**config.mk**
```make
export PLATFORM = sky130hd
export DESIGN_NAME = barramento_arb
export DESIGN_NICKNAME = d
export VERILOG_FILES = /design/src/rtl/barramento_arb.sv
export SDC_FILE = /design/constraint.sdc
export NUM_CORES = 1
export LEC_CHECK = 0
export ABC_AREA = 1
export CELL_PAD_IN_SITES_DETAIL_PLACEMENT = 1
export CELL_PAD_IN_SITES_GLOBAL_PLACEMENT = 1
export CORE_AREA = 2 2 256 258
export DETAILED_ROUTE_END_ITERATION = 7
export DIE_AREA = 0 0 258 260
export HOLD_SLACK_MARGIN = 0.08
export PLACE_DENSITY = 0.59
export SYNTH_ARGS = -nofsm -noshare
export SYNTH_HDL_FRONTEND = slang
export SYNTH_SLANG_ARGS = --single-unit
```
**constraint.sdc**
```tcl
create_clock -name clk -period 4.5 [get_ports clk]
set_clock_uncertainty 0.15 [all_clocks]
set_input_delay 0.9 -clock clk [delete_from_list [all_inputs] [get_ports clk]]
set_output_delay 0.9 -clock clk [all_outputs]
set_load 0.005 [all_outputs]
```
**src/rtl/barramento_arb.sv**
```systemverilog
// ---------------------------------------------------------------------------
// barramento_arb
//
// Round-robin arbiter and beat sequencer that shares the 128-bit I/O bus
// (barramento) between N_REQ requesters. One requester at a time is granted
// a burst of up to MAX_BURST beats. Each accepted beat is registered onto a
// single valid/data output that feeds the bus valid_in/data_in. The grant is
// released on a last-flagged beat, when the beat budget is used up, or after
// STALL_MAX consecutive cycles in which no beat was accepted.
//
// Ports:
//   clk        in   1              system clock, rising edge
//   reset      in   1              synchronous, active-high reset
//   req_valid  in   N_REQ          per-requester beat valid
//   req_last   in   N_REQ          per-requester last-beat flag (with req_valid)
//   req_data   in   N_REQ*DATA_W   requester i at [i*DATA_W +: DATA_W]
//   req_ready  out  N_REQ          per-requester accept, one-hot or zero
//   out_ready  in   1              downstream accept (tie 1 on the bus)
//   out_valid  out  1              registered beat valid
//   out_data   out  DATA_W         registered beat data
//   grant_id   out  clog2(N_REQ)   current or most recent grant index
//   busy       out  1              high while a burst grant is held
// ---------------------------------------------------------------------------
module barramento_arb #(
    parameter int N_REQ     = 4,
    parameter int DATA_W    = 128,
    parameter int MAX_BURST = 4,
    parameter int STALL_MAX = 8
) (
    input  logic                     clk,
    input  logic                     reset,
    input  logic [N_REQ-1:0]         req_valid,
    input  logic [N_REQ-1:0]         req_last,
    input  logic [N_REQ*DATA_W-1:0]  req_data,
    output logic [N_REQ-1:0]         req_ready,
    input  logic                     out_ready,
    output logic                     out_valid,
    output logic [DATA_W-1:0]        out_data,
    output logic [$clog2(N_REQ)-1:0] grant_id,
    output logic                     busy
);

    localparam int GID_W = $clog2(N_REQ);
    localparam int CNT_W = $clog2(MAX_BURST + 1);

    typedef enum logic {
        IDLE  = 1'b0,
        BURST = 1'b1
    } state_t;

    state_t            state;
    logic [GID_W-1:0]  rr_ptr;
    logic [CNT_W-1:0]  beat_cnt;
    logic [7:0]        stall_cnt;

    logic [DATA_W-1:0] req_beat [N_REQ];

    logic              accept_en_p0;
    logic              beat_acc_p0;
    logic              rel_last_p0;
    logic              rel_cap_p0;
    logic              rel_stall_p0;
    logic              release_p0;
    logic [GID_W-1:0]  winner_p0;

    logic              beat_vld_p1;
    logic [DATA_W-1:0] beat_data_p1;

    // First requester with a pending beat, scanning upward from ptr and
    // wrapping at N_REQ.
    function automatic logic [GID_W-1:0] pick_winner(
        input logic [N_REQ-1:0] vld,
        input logic [GID_W-1:0] ptr
    );
        logic [GID_W-1:0] win;
        logic [GID_W-1:0] idx;
        logic             found;
        win   = '0;
        found = 1'b0;
        for (int i = 0; i < N_REQ; i++) begin
            idx = GID_W'((int'(ptr) + i) % N_REQ);
            if (!found && vld[idx]) begin
                win   = idx;
                found = 1'b1;
            end
        end
        return win;
    endfunction

    function automatic logic [GID_W-1:0] next_idx(input logic [GID_W-1:0] cur);
        logic [GID_W-1:0] nxt;
        if (cur == GID_W'(N_REQ - 1)) begin
            nxt = '0;
        end else begin
            nxt = cur + 1'b1;
        end
        return nxt;
    endfunction

    for (genvar i = 0; i < N_REQ; i++) begin : g_beat
        assign req_beat[i] = req_data[i*DATA_W +: DATA_W];
    end

    // ---- Stage p0: grant selection, handshake and release decision ----
    always_comb begin
        accept_en_p0 = !beat_vld_p1 || out_ready;
        req_ready    = '0;
        if (state == BURST) begin
            req_ready[grant_id] = accept_en_p0;
        end
        beat_acc_p0  = (state == BURST) && req_valid[grant_id] && accept_en_p0;
        rel_last_p0  = beat_acc_p0 && req_last[grant_id];
        rel_cap_p0   = beat_acc_p0 && ((int'(beat_cnt) + 1) == MAX_BURST);
        // stall_cnt counts the no-accept cycles already seen, so this cycle
        // is the STALL_MAX-th one when it equals STALL_MAX-1.
        rel_stall_p0 = (state == BURST) && !beat_acc_p0 &&
                       (int'(stall_cnt) == (STALL_MAX - 1));
        release_p0   = rel_last_p0 || rel_cap_p0 || rel_stall_p0;
        winner_p0    = pick_winner(req_valid, rr_ptr);
    end

    always_ff @(posedge clk) begin
        if (reset) begin
            state     <= IDLE;
            busy      <= 1'b0;
            grant_id  <= '0;
            rr_ptr    <= '0;
            beat_cnt  <= '0;
            stall_cnt <= '0;
        end else begin
            case (state)
                IDLE: begin
                    if (|req_valid) begin
                        state     <= BURST;
                        busy      <= 1'b1;
                        grant_id  <= winner_p0;
                        beat_cnt  <= '0;
                        stall_cnt <= '0;
                    end
                end
                BURST: begin
                    if (beat_acc_p0) begin
                        beat_cnt  <= beat_cnt + 1'b1;
                        stall_cnt <= '0;
                    end else begin
                        stall_cnt <= stall_cnt + 8'd1;
                    end
                    // grant_id is left untouched so it still names the
                    // requester that just finished.
                    if (release_p0) begin
                        state  <= IDLE;
                        busy   <= 1'b0;
                        rr_ptr <= next_idx(grant_id);
                    end
                end
                default: begin
                    state <= IDLE;
                    busy  <= 1'b0;
                end
            endcase
        end
    end

    // ---- Stage p1: output beat register ----
    // Drains independently of the FSM so a beat taken on the release edge
    // is still presented until the bus accepts it.
    always_ff @(posedge clk) begin
        if (reset) begin
            beat_vld_p1  <= 1'b0;
            beat_data_p1 <= '0;
        end else if (beat_acc_p0) begin
            beat_vld_p1  <= 1'b1;
            beat_data_p1 <= req_beat[grant_id];
        end else if (out_ready) begin
            beat_vld_p1  <= 1'b0;
        end
    end

    assign out_valid = beat_vld_p1;
    assign out_data  = beat_data_p1;

endmodule

```
==> results.cfg <==
[place]
hpwlAfterDp_um = 39430
port_buffers = 658
placed_cells_incl_taps = 2883
gp_congestion = 0.8345

[routing]
viasPerCell = 4.285
drtAntennaViolNets = 0
wire_per_inst_um = 17.65
drtIter0Drc = 378
vias = 12490
drc = 0
dr.pass1.iters = 4
finalWirelength_um = 51480

[floorplanning]
die_area_um2 = 67080
core_um2 = 64120
io-pin-count = 659
start_util_pct = 14.04
rows = 93
die_h_um = 260
die-width_um = 258

[timing]
max_freq_ghz = 0.2835
rsz0062_at_grt = no
setup_viol = 0
setup_tns_ns = 0
hold_violations = 0
post-route-period-util_pct = 78.39
maxSlewViolCount = 0
period_minus_slack_ns = 3.527
worst_pin_slew_ns = 1.071
relSlewSlack_pct = 28.62

[critical_path]
crit_type = register to primary output
r2r_start = grant_id[1]
cp.required_ns = 3.45
reg2regPathDepth = 8
worstPathArrival_ns = 2.48
crit_start = grant_id[1]
endpoint_kind = primary output
critPathLaunchType = register
worstPathMaxFanout = 41

[global_route]
use_met3_pct = 4.366
grt_start_max_net_pins = 104
grt_pass1_wl_um = 77270
grt_pass1_vias = 13040
grtUsageTotal_pct = 14.76
grt_antenna_before_repair = 0
use_met2_pct = 27.26
grt_use_met1_pct = 16.38
top_usage_layer = met2
grt-ovfl-total = 0

[cts]
htree_levels = 4
cts-root-buf = clkbuf_16
post_cts_resized = 0
hold_buffers = 0
insertion_delay_ns = 0.47
clk_pin_slew_ns = 0.06
cts_max_path_buffers = 2
post_cts_buffers = 0
cts_tree = yes
cts.sink_count = 146
numCtsBuffers = 17

[finish]
multiInputGateArea_um2 = 5365
final_cells = 2916
finalNetCount = 2576
drive_above_1_share_pct = 2.913
finish.utilization_pct = 26.38
fillers = 7795
seq_area_um2 = 2930
syn2layout_area_growth_pct = 87.93

[logic_synthesis]
syn_nets = 2011
postSynthAreaPerCell_um2 = 6.072
syn_inst = 1482
ys_ff_latch = 146
syn_area_um2 = 8999
synth_top_cell_area_share_pct = 32.48
yosysTopAreaCell = dfxtp_1
synthTopCellsByArea = dfxtp_1, o21ai_0, nand2_1, nor2_1, o22ai_1
yosysWarnings = 0
seq_area_frac_synth_pct = 32.48
synth_cell_type_count = 23

[power]
p_per_area_nw_per_um2 = 325.1
power.switching_mw = 1.924
leakagePower_nw = 6.009
p_clk_share_pct = 30.8
p_seq_share_pct = 28.7
finalPower_mw = 5.498
ir_drop_v = 0.0002695
p_comb_share_pct = 40.5
netSwitchingFraction_pct = 34.99
internal_power_mw = 3.574

[hold_path]
min_from = out_data[106]
hold_path_class = register to register
hold-path-cell-count = 2

[run_status]
status = completed

[job]
drv_cap = 0
-- final timing paths --
| kind | endpoint | slack (ns) |
|---|---|---|
| worst min-delay path | out_data[106] | 0.31 |
| worst max register to register | out_data[83] | 1.36 |
| worst min register to register | out_data[106] | 0.31 |
| worst max-delay path | req_ready[2] | 0.97 |
-- cell usage after synthesis, drive strengths merged --
cell and number:
nand2 334, nor2 275, o21ai 266, dfxtp 146, a21oi 142, o22ai 128
clkbuf 84, buf 45, inv 28, nand3 20, ha 6, nor3 4
xor2 2, nand3b 1, nand4 1
-- power groups by stage --
| stage | sequential (mW) | clock (mW) | combinational [mW] |
|---|---|---|---|
| after floorplan | 1.57 | 0 | 1.09 |
| after global placement | 1.60 | 0 | 2.24 |
| after detailed placement | 1.61 | 0 | 2.27 |
| after CTS | 1.58 | 1.78 | 2.28 |
| after global routing | 1.60 | 1.83 | 2.47 |
| final | 1.58 | 1.70 | 2.22 |
-- metrics by stage --
step                cell area [µm²]  hold WS [ns]  setup slack [ns]
floorplan                      8999        0.2885             2.191
global placement              16220        0.3029            0.7664
detailed placement            16220        0.3073            0.6439
CTS                           16910        0.3180            0.8502
global route                  16910        0.3283            0.7667
finish                        16910        0.3141            0.9726
-- worst max-delay path, cell delays in order, from the launching register on --
cell and delay [ns]:
dfxtp_4 0.62, buf_4 0.44, ha_1 0.22, nand2_1 0.06, nor2_1 0.10, clkdlybuf4s50_1 0.56
-- cells by family after synthesis --
logic type	Yosys count	share of synthesized area [%]
adder cells (fa/ha/maj)	6	0.8342
AND/OR/NAND/NOR	635	26.95
AO/OA/AOI/OAI	536	31.59
XOR/XNOR	2	0.1947
flip-flops	146	32.48
buffers and inverters	157	7.953
-- final cells by class --
cell class | count | area share, %
antenna | 1 | 0.01480
multi-input combinational | 1179 | 31.73
inverter | 28 | 0.6955
clock buffer | 19 | 2.811
clock inverter | 13 | 1.265
timing repair buffer | 675 | 39.83
tap | 855 | 6.326
sequential | 146 | 17.33
-- state kept, by name, indices dropped and copies added, names as in the netlist --
name,cells
out_valid,1
grant_id,2
busy,1
stall_cnt,8
state,1
beat_cnt,3
out_data,128
rr_ptr,2
-- metal layers --
metal	up-vias	share of wire, %
li1	6141	-
met1	5919	41
met2	393	51
met3	41	6.5
met4	0	1.6
met5	-	0
-- cells in the final DEF, fill, tap and decap left out, types with 5 or more instances in the layout --
cell type,synthesis,routed
nand2_1,333,333
buf_4,5,16
a21oi_1,142,142
clkdlybuf4s50_1,0,657
clkbuf_16,0,19
o21ai_0,263,263
o22ai_1,128,128
nor2_1,274,274
bufinv_16,0,5
ha_1,6,6
inv_1,22,22
dfxtp_1,146,144
nand3_1,20,20
Note: power is estimated with default switching activity, not from simulation.
